--- src/rtl/fetch_pkg.sv ---
// Shared types and constants for the instruction-fetch front end.
package fetch_pkg;
    localparam int          XLEN       = 32;
    localparam int          INSN_BYTES = 4;
    localparam logic [31:0] NOP_INSN   = 32'h0000_0013;

    typedef enum logic [0:0] {
        BOOT  = 1'b0,
        FETCH = 1'b1
    } fetch_state_e;

    typedef struct packed {
        logic [XLEN-1:0] pc;
        logic [XLEN-1:0] insn;
    } fetch_entry_t;
endpackage

--- src/rtl/fetch_fifo.sv ---
// Synchronous FIFO with flush and a first-word-fall-through head.
module fetch_fifo #(
    parameter int WIDTH = 32,
    parameter int DEPTH = 2,
    localparam int CW = $clog2(DEPTH + 1),
    localparam int PW = $clog2(DEPTH)
) (
    input  logic             i_clk,
    input  logic             i_rst_n,
    input  logic             i_push,
    input  logic [WIDTH-1:0] i_data,
    input  logic             i_pop,
    input  logic             i_flush,
    output logic [WIDTH-1:0] o_head,
    output logic [CW-1:0]    o_count
);
    logic [WIDTH-1:0] r_mem [DEPTH];
    logic [PW-1:0]    r_rd_ptr;
    logic [PW-1:0]    r_wr_ptr;
    logic [CW-1:0]    r_count;
    logic             w_do_pop;
    logic             w_do_push;

    function automatic logic [PW-1:0] ptr_inc(input logic [PW-1:0] p);
        logic [PW-1:0] n;
        if (p == PW'(DEPTH - 1)) begin
            n = '0;
        end else begin
            n = p + PW'(1);
        end
        return n;
    endfunction

    // A full FIFO still accepts a push when the head leaves in the same cycle.
    assign w_do_pop  = i_pop && (r_count != '0);
    assign w_do_push = i_push && ((r_count != CW'(DEPTH)) || w_do_pop);
    assign o_head    = r_mem[r_rd_ptr];
    assign o_count   = r_count;

    // Pointer and occupancy tracking; flush takes priority over push/pop.
    always_ff @(posedge i_clk or negedge i_rst_n) begin
        if (!i_rst_n) begin
            r_rd_ptr <= '0;
            r_wr_ptr <= '0;
            r_count  <= '0;
        end else if (i_flush) begin
            r_rd_ptr <= '0;
            r_wr_ptr <= '0;
            r_count  <= '0;
        end else begin
            r_rd_ptr <= w_do_pop  ? ptr_inc(r_rd_ptr) : r_rd_ptr;
            r_wr_ptr <= w_do_push ? ptr_inc(r_wr_ptr) : r_wr_ptr;
            case ({w_do_push, w_do_pop})
                2'b10:   r_count <= r_count + CW'(1);
                2'b01:   r_count <= r_count - CW'(1);
                default: r_count <= r_count;
            endcase
        end
    end

    // Entry storage write port.
    always_ff @(posedge i_clk) begin
        if (w_do_push && !i_flush) begin
            r_mem[r_wr_ptr] <= i_data;
        end
    end
endmodule

--- src/rtl/fetch_unit.sv ---
// Fetch front end: owns the PC, issues credit-limited imem requests, buffers
// responses with their PCs and handles redirects by draining stale responses.
module fetch_unit
    import fetch_pkg::*;
#(
    parameter int              XLEN            = fetch_pkg::XLEN,
    parameter logic [XLEN-1:0] RESET_PC        = 32'h0000_0000,
    parameter int              FIFO_DEPTH      = 2,
    parameter int              MAX_OUTSTANDING = 2
) (
    input  logic            clk,
    input  logic            rst,
    output logic            imem_req_valid,
    input  logic            imem_req_ready,
    output logic [XLEN-1:0] imem_req_addr,
    input  logic            imem_resp_valid,
    input  logic [XLEN-1:0] imem_resp_data,
    output logic            insn_valid,
    input  logic            insn_ready,
    output logic [XLEN-1:0] insn_data,
    output logic [XLEN-1:0] insn_pc,
    input  logic            redirect_valid,
    input  logic [XLEN-1:0] redirect_pc
);
    localparam int OW = $clog2(MAX_OUTSTANDING + 1);
    localparam int FW = $clog2(FIFO_DEPTH + 1);

    fetch_state_e    r_state;
    fetch_state_e    w_state_next;
    logic [XLEN-1:0] r_fetch_pc;
    logic [OW-1:0]   r_drop_cnt;
    logic [OW-1:0]   w_outstanding;
    logic [FW-1:0]   w_fifo_count;
    logic [XLEN-1:0] w_pcq_head;
    fetch_entry_t    w_push_entry;
    fetch_entry_t    w_head_entry;
    logic            w_fifo_empty;
    logic            w_redirect;
    logic            w_credit_ok;
    logic            w_req_valid;
    logic            w_req_fire;
    logic            w_push;
    logic            w_pop;

    // Outstanding requests plus buffered entries never exceed the buffer, so
    // every response is guaranteed a slot and is never back-pressured.
    assign w_credit_ok = (32'(w_outstanding) < 32'(MAX_OUTSTANDING)) &&
                         ((32'(w_outstanding) + 32'(w_fifo_count)) < 32'(FIFO_DEPTH));
    assign w_redirect  = redirect_valid && (r_state == FETCH);
    assign w_req_fire  = w_req_valid && imem_req_ready;
    assign w_push      = imem_resp_valid && (r_drop_cnt == '0) && !w_redirect;
    assign w_fifo_empty = (w_fifo_count == '0);
    assign w_pop       = !w_fifo_empty && insn_ready;
    assign w_push_entry = '{pc: w_pcq_head, insn: imem_resp_data};

    assign imem_req_valid = w_req_valid;
    assign imem_req_addr  = r_fetch_pc;
    assign insn_valid     = !w_fifo_empty;
    assign insn_data      = w_fifo_empty ? '0 : w_head_entry.insn;
    assign insn_pc        = w_fifo_empty ? '0 : w_head_entry.pc;

    // State register.
    always_ff @(posedge clk or negedge rst) begin
        if (!rst) begin
            r_state <= BOOT;
        end else begin
            r_state <= w_state_next;
        end
    end

    // Next-state and request-valid decode.
    always_comb begin
        w_state_next = r_state;
        w_req_valid  = 1'b0;
        case (r_state)
            BOOT: begin
                w_state_next = FETCH;
            end
            FETCH: begin
                w_state_next = FETCH;
                w_req_valid  = !redirect_valid && w_credit_ok;
            end
            default: begin
                w_state_next = BOOT;
            end
        endcase
    end

    // Fetch PC: jumps to the aligned redirect target or advances on acceptance.
    always_ff @(posedge clk or negedge rst) begin
        if (!rst) begin
            r_fetch_pc <= RESET_PC;
        end else if (w_redirect) begin
            r_fetch_pc <= {redirect_pc[XLEN-1:2], 2'b00};
        end else if (w_req_fire) begin
            r_fetch_pc <= r_fetch_pc + XLEN'(INSN_BYTES);
        end else begin
            r_fetch_pc <= r_fetch_pc;
        end
    end

    // Every request still in flight after a redirect edge is stale, which
    // already includes any earlier un-drained drops.
    always_ff @(posedge clk or negedge rst) begin
        if (!rst) begin
            r_drop_cnt <= '0;
        end else if (w_redirect) begin
            r_drop_cnt <= w_outstanding - OW'(imem_resp_valid);
        end else if (imem_resp_valid && (r_drop_cnt != '0)) begin
            r_drop_cnt <= r_drop_cnt - OW'(1);
        end else begin
            r_drop_cnt <= r_drop_cnt;
        end
    end

    fetch_fifo #(
        .WIDTH (XLEN),
        .DEPTH (MAX_OUTSTANDING)
    ) u_pc_queue (
        .i_clk   (clk),
        .i_rst_n (rst),
        .i_push  (w_req_fire),
        .i_data  (r_fetch_pc),
        .i_pop   (imem_resp_valid),
        .i_flush (1'b0),
        .o_head  (w_pcq_head),
        .o_count (w_outstanding)
    );

    fetch_fifo #(
        .WIDTH ($bits(fetch_entry_t)),
        .DEPTH (FIFO_DEPTH)
    ) u_insn_fifo (
        .i_clk   (clk),
        .i_rst_n (rst),
        .i_push  (w_push),
        .i_data  (w_push_entry),
        .i_pop   (w_pop),
        .i_flush (w_redirect),
        .o_head  (w_head_entry),
        .o_count (w_fifo_count)
    );
endmodule
--- config.mk ---
export PLATFORM = sky130hd
export DESIGN_NAME = fetch_unit
export DESIGN_NICKNAME = d
export VERILOG_FILES = /design/src/rtl/fetch_pkg.sv /design/src/rtl/fetch_fifo.sv /design/src/rtl/fetch_unit.sv
export SDC_FILE = /design/constraint.sdc
export NUM_CORES = 1
export LEC_CHECK = 0
export CELL_PAD_IN_SITES_DETAIL_PLACEMENT = 0
export CELL_PAD_IN_SITES_GLOBAL_PLACEMENT = 1
export CORE_MARGIN = 10
export CORE_UTILIZATION = 30
export CTS_CLUSTER_SIZE = 28
export DETAILED_ROUTE_END_ITERATION = 6
export DONT_BUFFER_PORTS = 1
export PLACE_DENSITY = 0.62
export RECOVER_POWER = 100
export SLEW_MARGIN = 40
export SYNTH_ARGS = -nofsm -noshare
export SYNTH_HDL_FRONTEND = slang
export SYNTH_HIERARCHICAL = 1
export SYNTH_SLANG_ARGS = --single-unit
--- constraint.sdc ---
create_clock -name clk -period 19.8 [get_ports clk]
set_input_delay 0.99 -clock clk [delete_from_list [all_inputs] [get_ports clk]]
set_output_delay 0.99 -clock clk [all_outputs]
set_load 0.02 [all_outputs]
==> run_results.csv, run 1 <==
group,metric,value,unit
sta,timing.final.max_slew_violations,278,
drt,viasPerCell,4.82,
synthesis,synth_cells,692,
setup_path,cpPeakStageDelay,2.70,ns
drt,drtIter0Drc,320,
synthesis,async_reset_ff_share,17.6,%
clock_network,cts_buffer_depth,3,
clock_network,clkSinkCount,233,
synthesis,synthFlopType,"edfxtp_1",
power_and_ir_drop,sw_frac_of_total,29.5,%
sta,slew_headroom,-160,%
synthesis,synth_area,10100,sq um
synthesis,synth_top_area_share,57.4,%
synthesis,avgSynthCellArea,14.5,sq um
clock_network,cts_root_buf,"clkbuf_16",
power_and_ir_drop,cellPowerDensity,119,nW/um^2
power_and_ir_drop,seqPwrFrac,45.6,%
placed_design,port-buffer-count,0,
setup_path,start_kind,"register",
power_and_ir_drop,switchingPower,404,uW
clock_network,postCtsHoldBufs,0,
clock_network,cts.htree.levels,1,
setup_path,cp_cell_sequence,"or2_2, clkbuf_1, and2_0, o31ai_1, nor3b_2, clkbuf_1",
flow_run,drv_cap,6,
floorplan,core.rowCount,66,
synthesis,ys_seq_area_share,67.6,%
drt,postRouteAntennaNets,0,
global_route,antenna_found_initial,2,
placed_design,globalplace.congestion,0.774,
clock_network,path_clk_slew,0.06,ns
global_route,grt_pass1_wl,37900,microns
layout,final_nets,787,
layout,drive_gt1_share,9.97,%
sta,tns,0,ns
sta,tightest_slew,3.91,ns
synthesis,synth_area_leaders,"edfxtp_1, dfrtp_1, mux2_1, and2_1, mux2_2",
synthesis,synth_cell_types,60,
synthesis,synth_seq_cells,233,
power_and_ir_drop,internal-power,967,uW
placed_design,dpl_cell_area,10700,sq um
setup_path,path_common_cell,"clkbuf_1",
setup_path,slowest_stage,"clkbuf_1",
layout,final_cells,1177,
setup_path,cp_num_buf_inv,2,
clock_network,post-cts-setup-buffers,0,
floorplan,start_util,30.7,%
worst_hold_path,hold_path.class,"input port to async pin",
global_route,first_global_vias,5829,
synthesis,yosys_warnings,6,
clock_network,clock_latency,0.53,ns
drt,wl_per_cell,21.5,microns
setup_path,crit_fanout,66,
clock_network,numCtsBuffers,26,
setup_path,path_delay_family,"buffers and inverters",
sta,fin_crit_sh,34.4,%
floorplan,die-area,41200,sq um
floorplan,die_h,203,microns
power_and_ir_drop,p_leak,3.78,nW
power_and_ir_drop,pwr-share-clk,36.5,%
floorplan,pin_count,168,
placed_design,place_hpwl,16800,microns
global_route,grtUsageTotal,12.0,%
layout,area_growth,14.4,%
sta,rsz0062_at_grt,"false",
clock_network,ctsResizeCount,0,
sta,hold_viol,0,
drt,routed_wl,25300,microns
synthesis,yosys.area.top_type,"edfxtp_1",
outcome,status,"finished, violations left",
drt,vias,5673,
outcome,violations,"max-capacitance violations, max-slew violations",
power_and_ir_drop,power_frac_comb,18.0,%
layout,nFillCells,3208,
setup_path,worst_setup_path_end_kind,"register",
floorplan,core,32800,sq um
layout,fin_area,11500,sq um
sta,period_needed,6.82,ns
setup_path,critPathRequiredTime,19.83,ns
power_and_ir_drop,p_total,1.37,mW
placed_design,dp.cells,1127,
setup_path,crit_type,"register to register",
drt,first_pass_iters,4,
sta,fin_worst_skew,0.0192,ns
global_route,overflow,0,
power_and_ir_drop,ir_drop,0.0565,mV
synthesis,synth_edf_count,192,
clock_network,cts_tree,"done",
sta,setup_viol,0,
sta,timing.fmax,147,MHz
setup_path,arrival,6.85,ns
layout,fin_util,35.1,%
synthesis,synth_commonest_cells,"edfxtp_1, mux2_1, and2_1",
drt,drc,0,
synthesis,synth_most_common_cell,"edfxtp_1",
global_route,grt_max_degree,67,
floorplan,die_width,203,microns
[cell usage in the layout (no fill, tap or decap), drive strengths merged, types with 16 or more instances in the layout]
| cell type | synthesis | routed |
|---|---|---|
| clkbuf | 15 | 39 |
| o21ai | 17 | 17 |
| nand2 | 33 | 33 |
| and2 | 69 | 69 |
| edfxtp | 192 | 192 |
| dfrtp | 41 | 41 |
| mux2 | 99 | 99 |
| nand3 | 16 | 16 |
| nor2 | 25 | 25 |
[through the flow]
stage	hold slack (ns)	worst slack, ns
2_1_floorplan	0.517	12.51
3_3_place_gp	0.530	16.28
3_5_place_dp	0.533	16.32
4_1_cts	0.121	16.09
5_1_grt	0.122	12.00
6_report	0.156	12.98
[power by group through the flow]
stage               logic, mW  clock network, mW  registers, mW
floorplan               0.207                  0          0.614
global placement        0.235                  0          0.650
detailed placement      0.259                  0          0.636
CTS                     0.261              0.519          0.625
global route            0.273              0.537          0.632
finish                  0.246              0.500          0.625
[layer usage]
metal	share of wire (%)	wire [microns]	global-route usage [%]
met1	41	10400	14.5
met2	47	11800	19.2
met3	10	2580	5.06
met4	1.9	489	3.14
met5	0	0	0
[sequential cells by signal (all words and copies together) (netlist names)]
name                  flops
u_pc_queue/r_mem         64
u_insn_fifo/r_rd_ptr      1
u_pc_queue/r_rd_ptr       1
u_insn_fifo/o_count       2
u_insn_fifo/r_wr_ptr      1
u_pc_queue/o_count        2
u_pc_queue/r_wr_ptr       1
u_insn_fifo/r_mem       128
r_state                   1
imem_req_addr            30
r_drop_cnt                2
[cells by family after synthesis]
kind of cell	synth area share, %
other	0.0747
adders and majority gates	0.573
AOI/OAI and AO/OA	5.50
xor gates and xnor gates	1.13
muxes	11.3
and+or+nand+nor	11.9
DFF	67.6
buffers and inverters	1.95
[area by class of cell]
cell class	instances	area [sq um]	area share [%]
clock inverter	16	203	1.76
clock buffer	31	691	6.00
sequential	233	6800	59.1
multi-input combinational	426	3120	27.1
inverter	14	52.6	0.457
antenna	3	7.51	0.0653
timing repair buffer	12	85.1	0.740
tap	442	553	4.81
[final timing paths]
path / start / end / slack (ns) / cells past startpoint
setup / recovery: u_insn_fifo/o_count[1]$_DFFE_PN0P_ / u_insn_fifo/r_mem[1][53]$_DFFE_PP_ / 12.98 / 6
hold / removal: rst / imem_req_addr[19]$_DFFE_PN0P_ / 0.16 / 0
setup reg to reg: u_insn_fifo/o_count[1]$_DFFE_PN0P_ / u_insn_fifo/r_mem[1][53]$_DFFE_PP_ / 12.98 / 6
hold reg to reg: u_pc_queue/r_mem[0][13]$_DFFE_PP_ / u_insn_fifo/r_mem[0][45]$_DFFE_PP_ / 0.55 / 1
max in group asynchronous: rst / u_insn_fifo/r_rd_ptr$_DFFE_PN0P_ / 19.54 / 0
min in group clk: u_pc_queue/r_mem[0][13]$_DFFE_PP_ / u_insn_fifo/r_mem[0][45]$_DFFE_PP_ / 0.55 / 1
Note: power is estimated with default switching activity, not from simulation.
==> run 2: changes to the inputs <==
--- a/config.mk
+++ b/config.mk
@@ -5,6 +5,7 @@
 export SDC_FILE = /design/constraint.sdc
 export NUM_CORES = 1
 export LEC_CHECK = 0
+export ABC_AREA = 1
 export CELL_PAD_IN_SITES_DETAIL_PLACEMENT = 0
 export CELL_PAD_IN_SITES_GLOBAL_PLACEMENT = 1
 export CORE_MARGIN = 10
@@ -12,7 +13,7 @@
 export CTS_CLUSTER_SIZE = 28
 export DETAILED_ROUTE_END_ITERATION = 6
 export DONT_BUFFER_PORTS = 1
-export PLACE_DENSITY = 0.62
+export PLACE_DENSITY = 0.65
 export RECOVER_POWER = 100
 export SLEW_MARGIN = 40
 export SYNTH_ARGS = -nofsm -noshare
==> constraint.sdc (replaced) <==
create_clock -name clk -period 6.5 [get_ports clk]
set_input_delay 0.325 -clock clk [delete_from_list [all_inputs] [get_ports clk]]
set_output_delay 0.325 -clock clk [all_outputs]
set_load 0.02 [all_outputs]
==> run_results.csv, run 2 <==
group,metric,value,unit
outcome,status,"finished, violations left",
outcome,violations,"max-capacitance violations, max-slew violations",
floorplan,pin_count,168,
drt,routed_wl,26700,microns
layout,num_antenna_cells,0,
clock_network,numCtsBuffers,28,
sta,rsz0062_at_grt,"false",
flow_run,drv_cap,3,
synthesis,yosys.area.top_type,"edfxtp_1",
layout,final_cells,1666,
synthesis,synth_commonest_cells,"nand2_1, edfxtp_1, nor2_1",
sta,slew_headroom,-122,%
synthesis,synth_edf_count,192,
placed_design,port-buffer-count,0,
sta,period_needed,4.61,ns
drt,met1_length,12200,microns
drt,viasPerCell,4.35,
layout,drive_gt1_share,8.42,%
sta,setup_viol,0,
global_route,grt_pass1_wl,41800,microns
clock_network,cts_buffer_depth,3,
setup_path,crit_type,"register to register",
layout,largest_register_ffs,128,
synthesis,synth_cells,1133,
drt,postRouteAntennaNets,0,
clock_network,cts_root_buf,"clkbuf_16",
global_route,grt_max_degree,67,
layout,area_growth,17.9,%
placed_design,dp.cells,1561,
drt,vias,7246,
setup_path,arrival,4.75,ns
drt,top_layer_used,"met4",
floorplan,core,34800,sq um
drt,wl_per_cell,16.1,microns
worst_hold_path,hold_path.class,"input port to register",
sta,timing.final.max_slew_violations,127,
sta,fin_crit_sh,70.9,%
placed_design,place_hpwl,17500,microns
floorplan,die_h,208,microns
floorplan,die-area,43400,sq um
synthesis,synth_top_area_share,54.2,%
floorplan,core.rowCount,68,
synthesis,ys_seq_area_share,63.9,%
setup_path,critPathRequiredTime,6.64,ns
sta,hold_viol,0,
sta,timing.fmax,217,MHz
power_and_ir_drop,ir_drop,0.206,mV
synthesis,synth_area_leaders,"edfxtp_1, nand2_1, dfrtp_1, nor2_1, inv_1",
synthesis,synth_area,10600,sq um
setup_path,slowest_stage,"clkbuf_2",
drt,first_pass_iters,5,
setup_path,cp_cell_sequence,"nand2_2, buf_4, inv_1, nor2_1, nand2_1, inv_1, nand2_1, nor2_1, clkbuf_2",
setup_path,worst_setup_path_end_kind,"register",
sta,tns,0,ns
synthesis,synthFlopType,"edfxtp_1",
clock_network,cts.htree.levels,1,
layout,final_common_cell,"nand2_1",
setup_path,start_kind,"register",
global_route,overflow,0,
global_route,first_global_vias,7055,
setup_path,reg2regPathDepth,9,
sta,fin_worst_skew,0.0285,ns
setup_path,crit_fanout,59,
power_and_ir_drop,cellPowerDensity,418,nW/um^2
global_route,grtUsageTotal,12.1,%
synthesis,avgSynthCellArea,9.38,sq um
global_route,antenna_found_initial,0,
synthesis,synth_most_common_cell,"nand2_1",
floorplan,start_util,30.6,%
drt,drtIter0Drc,366,
clock_network,ctsResizeCount,0,
synthesis,synth_cell_types,39,
floorplan,die_width,208,microns
synthesis,yosys_warnings,6,
synthesis,async_reset_ff_share,17.6,%
clock_network,path_clk_slew,0.06,ns
sta,tightest_slew,3.32,ns
layout,most-common-layout-cells,"nand2_1, edfxtp_1, nor2_1, inv_1, dlygate4sd3_1",
placed_design,globalplace.congestion,0.763,
setup_path,cpPeakStageDelay,1.04,ns
clock_network,clkSinkCount,233,
drt,met3_length,1870,microns
layout,final_nets,1263,
synthesis,synth_seq_cells,233,
power_and_ir_drop,p_leak,5.24,nW
clock_network,clock_latency,0.55,ns
clock_network,cts_tree,"done",
drt,met2_length,12300,microns
drt,drc,0,
layout,top_register,"u_insn_fifo/r_mem",
worst_hold_path,holdPathStages,4,
-- run 2: cell types whose count changed in the layout (fill, tap and decap cells not counted), sizes merged, moves of 6 or more --
| cell | before | now |
|---|---|---|
| nor2 | 25 | 164 |
| or3 | 10 | 1 |
| and3 | 6 | 0 |
| dlygate4sd3 | 0 | 51 |
| a31oi | 10 | 2 |
| nor4 | 7 | 0 |
| nand2 | 33 | 465 |
| and2 | 69 | 1 |
| or4 | 6 | 0 |
| inv | 13 | 119 |
| nand3 | 16 | 39 |
| nor3 | 14 | 2 |
| mux2 | 99 | 0 |
-- run 2: worst paths after layout --
kind	startpoint	end	slack (ns)
min in group asynchronous	rst	u_insn_fifo/r_rd_ptr$_DFFE_PN0P_	1.14
max reg2reg	r_state$_DFF_PN0_	u_insn_fifo/r_mem[0][6]$_DFFE_PP_	1.89
min	redirect_pc[27]	imem_req_addr[27]$_DFFE_PN0P_	0.04
max	r_state$_DFF_PN0_	u_insn_fifo/r_mem[0][6]$_DFFE_PP_	1.89
min reg2reg	u_insn_fifo/r_wr_ptr$_DFFE_PN0P_	u_insn_fifo/r_wr_ptr$_DFFE_PN0P_	0.50
max in group asynchronous	rst	u_insn_fifo/r_rd_ptr$_DFFE_PN0P_	3.80
-- run 2: logic make-up after synthesis --
kind of cell,share of synthesized area [%]
xor+xnor,0.247
simple gates,26.3
other cells,0.0706
buf+inv,6.40
flops,63.9
fa+ha+maj,0.541
compound gates,2.57
-- run 2: metrics by stage --
| step | utilization, % | total power [mW] | hold slack [ns] | setup WS (ns) | area (sq um) |
|---|---|---|---|---|---|
| floorplan | - | 3.23 | 0.0294 | 2.16 | 10700 |
| global placement | 31.9 | 3.62 | 0.0313 | 2.90 | 11100 |
| detailed placement | 31.9 | 3.64 | 0.0313 | 2.88 | 11100 |
| CTS | 36.3 | 5.35 | 0.00217 | 2.85 | 12600 |
| global route | 36.0 | 5.61 | 0.0366 | 1.45 | 12500 |
| finish | 36.0 | 5.25 | 0.0371 | 1.89 | 12500 |
-- run 2: cell type report --
type                            instances  area (sq um)
Clock buffer                           34           744
Clock inverter                         18           243
Fill cell                            3537         22300
Inverter                              119           447
Multi-Input combinational cell        745          3170
Sequential cell                       233          6790
Tap cell                              455           569
Timing Repair Buffer                   62           579
-- run 2: power by group --
part	internal, mW	leakage [nW]	switching (mW)
combinational	0.355	2.54	1.13
clock	1.05	0.476	0.598
sequential	1.84	2.22	0.273
-- run 2: routing by layer --
| layer | GRT usage, % | up-vias |
|---|---|---|
| met5 | 0 | - |
| met2 | 19.4 | 163 |
| li1 | - | 3692 |
| met3 | 3.55 | 31 |
| met1 | 15.7 | 3360 |
| met4 | 2.64 | 0 |
-- run 2: worst max-delay path, delay by kind of cell (launching register included) --
family | cells | cell delay (ns)
buf+inv | 4 | 2.12
flops | 1 | 0.39
simple gates | 5 | 1.64
-- run 2: repair_timing --
item | CTS | global route
hold buffers | 52 | 0
buffers inserted | 0 | 0
endpoints found under the hold margin | 123 | 0
==> run 3: changes to the inputs <==
--- a/config.mk
+++ b/config.mk
@@ -13,7 +13,7 @@
 export CTS_CLUSTER_SIZE = 28
 export DETAILED_ROUTE_END_ITERATION = 6
 export DONT_BUFFER_PORTS = 1
-export PLACE_DENSITY = 0.65
+export PLACE_DENSITY = 0.67
 export RECOVER_POWER = 100
 export SLEW_MARGIN = 40
 export SYNTH_ARGS = -nofsm -noshare
==> constraint.sdc (replaced) <==
create_clock -name clk -period 4.13 [get_ports clk]
set_input_delay 0.2065 -clock clk [delete_from_list [all_inputs] [get_ports clk]]
set_output_delay 0.2065 -clock clk [all_outputs]
set_load 0.02 [all_outputs]
==> run_results.csv, run 3 (synthesis gave the netlist of run 2 again) <==
group,metric,value,unit
outcome,status,"finished, violations left",
outcome,violations,"max-capacitance violations, max-slew violations",
placed_design,pre_cts_ws,1.27,ns
clock_network,clkSinkCount,233,
sta,layout_setup_ws,0.861,ns
setup_path,reg2reg_setup_slack,0.86,ns
sta,fin_worst_skew,0.00978,ns
floorplan,die-area,43400,sq um
drt,vias,7345,
layout,final_nets,1276,
power_and_ir_drop,ir_drop,0.394,mV
setup_path,start_kind,"register",
setup_path,cp_cell_sequence,"nand2_1, inv_1, fa_1, nor2_1, nand2_1, nor3_4, clkbuf_1, nand2_2, inv_1, nand2_1, nor2_2, buf_4",
layout,final_common_cell,"nand2_1",
floorplan,core.rowCount,68,
global_route,antenna_found_initial,0,
layout,most-common-layout-cells,"nand2_1, edfxtp_1, nor2_1, inv_1, dlygate4sd3_1",
placed_design,place_hpwl,17600,microns
layout,layout.area.seq,6790,sq um
global_route,overflow,0,
floorplan,pin_count,168,
drt,first_pass_iters,4,
global_route,first_global_vias,7337,
worst_hold_path,hold_path.class,"input port to register",
sta,fin_crit_sh,79.2,%
clock_network,postCtsHoldBufs,65,
floorplan,core,34800,sq um
drt,postRouteAntennaNets,0,
sta,timing.final.max_slew_violations,171,
sta,setup_viol,0,
sta,whs,0.0274,ns
drt,viasPerCell,4.38,
power_and_ir_drop,p_leak,5.31,nW
power_and_ir_drop,internal-power,5.11,mW
sta,hold_viol,0,
sta,rsz0062_at_grt,"false",
floorplan,die_width,208,microns
setup_path,crit_type,"register to register",
clock_network,numCtsBuffers,27,
placed_design,port-buffer-count,0,
clock_network,clock_latency,0.54,ns
setup_path,path_delay_family,"buffers and inverters",
floorplan,start_util,30.6,%
power_and_ir_drop,power_frac_comb,28.7,%
worst_hold_path,hold_end,"u_insn_fifo/r_rd_ptr$_DFFE_PN0P_",
layout,drive_gt1_share,8.18,%
setup_path,reg2regPathDepth,12,
clock_network,cts.htree.levels,1,
setup_path,startpoint,"u_insn_fifo/o_count[0]$_DFFE_PN0P_",
floorplan,die_h,208,microns
layout,num_antenna_cells,0,
clock_network,ctsResizeCount,0,
power_and_ir_drop,switchingPower,3.19,mW
sta,timing.fmax,306,MHz
worst_hold_path,holdPathStages,4,
sta,period_needed,3.27,ns
drt,routed_wl,27100,microns
drt,drtIter0Drc,416,
setup_path,r2r_start,"u_insn_fifo/o_count[0]$_DFFE_PN0P_",
drt,drc,0,
layout,fin_area,12700,sq um
global_route,grt_pass1_wl,42500,microns
setup_path,worst_setup_path_end_kind,"register",
clock_network,cts_buffer_depth,3,
power_and_ir_drop,p_total,8.30,mW
placed_design,globalplace.congestion,0.801,
setup_path,arrival,3.45,ns
setup_path,cp_num_buf_inv,4,
worst_hold_path,hp-start,"insn_ready",
setup_path,slowest_stage,"clkbuf_1",
clock_network,cts_root_buf,"clkbuf_16",
clock_network,path_clk_slew,0.06,ns
layout,nFillCells,3528,
sta,tightest_slew,2.47,ns
setup_path,critPathRequiredTime,4.31,ns
power_and_ir_drop,seqPwrFrac,40.1,%
placed_design,dp.cells,1562,
clock_network,cts_tree,"done",
drt,wl_per_cell,16.1,microns
setup_path,crit_fanout,32,
layout,multi_input_area,3160,sq um
clock_network,post-cts-setup-buffers,0,
power_and_ir_drop,cellPowerDensity,654,nW/um^2
placed_design,dpl_cell_area,11100,sq um
layout,final_cells,1678,
layout,area_growth,19.3,%
power_and_ir_drop,sw_frac_of_total,38.5,%
power_and_ir_drop,pwr-share-clk,31.3,%
sta,slew_headroom,-64.9,%
layout,fin_util,36.5,%
flow_run,drv_cap,4,
layout,top_register,"u_insn_fifo/r_mem",
global_route,grtUsageTotal,12.1,%
setup_path,path_common_cell,"nand2_1",
setup_path,rr_endpoint,"u_pc_queue/r_mem[0][28]$_DFFE_PP_",
layout,largest_register_ffs,128,
sta,tns,0,ns
setup_path,cpPeakStageDelay,0.66,ns
global_route,grt_max_degree,66,
-- run 3: cell count changes in the layout (fill, tap and decap cells not counted), sizes merged --
cell / previous run / this run
clkinv: 10 / 6
clkbuf: 38 / 41
dlygate4sd3: 51 / 64
clkinvlp: 2 / 0
inv: 119 / 121
-- run 3: power groups by stage --
stage          sequential, mW  clock [mW]  combinational, mW
2_1_floorplan            3.24           0               1.84
3_3_place_gp             3.38           0               2.34
3_5_place_dp             3.39           0               2.37
4_1_cts                  3.34        2.68               2.45
5_1_grt                  3.38        2.78               2.71
6_report                 3.33        2.60               2.38
-- run 3: area by class of cell --
class	count	area share, %
clock buffer	36	5.91
timing repair buffer	76	5.75
tap	455	4.49
clock inverter	14	1.85
sequential	233	53.5
multi-input combinational	745	24.9
inverter	119	3.52
-- run 3: worst max-delay path by stage --
stage	cells after the start	slack [ns]	endpoint
floorplan	11	0.60	u_pc_queue/r_mem[0][0]$_DFFE_PP_
global placement	12	1.29	u_pc_queue/r_mem[0][22]$_DFFE_PP_
detailed placement	12	1.27	u_pc_queue/r_mem[0][24]$_DFFE_PP_
CTS	6	1.22	insn_data[28]
global route	12	0.58	imem_req_addr[28]$_DFFE_PN0P_
finish	12	0.86	u_pc_queue/r_mem[0][28]$_DFFE_PP_
-- run 3: worst register-to-register path, cell delays in order, from the launching register on --
cell and delay [ns]:
dfrtp_1 0.48, nand2_1 0.09, inv_1 0.07, fa_1 0.41
nor2_1 0.13, nand2_1 0.12, nor3_4 0.12, clkbuf_1 0.66
nand2_2 0.16, inv_1 0.11, nand2_1 0.08, nor2_2 0.08
buf_4 0.40
-- run 3: routing by layer --
layer / routed length, microns / track usage, % / vias up
met2: 12600 / 19.8 / 166
li1: - / - / 3717
met4: 580 / 3.14 / 0
met5: 0 / 0 / -
met1: 12400 / 15.6 / 3428
met3: 1450 / 2.92 / 34
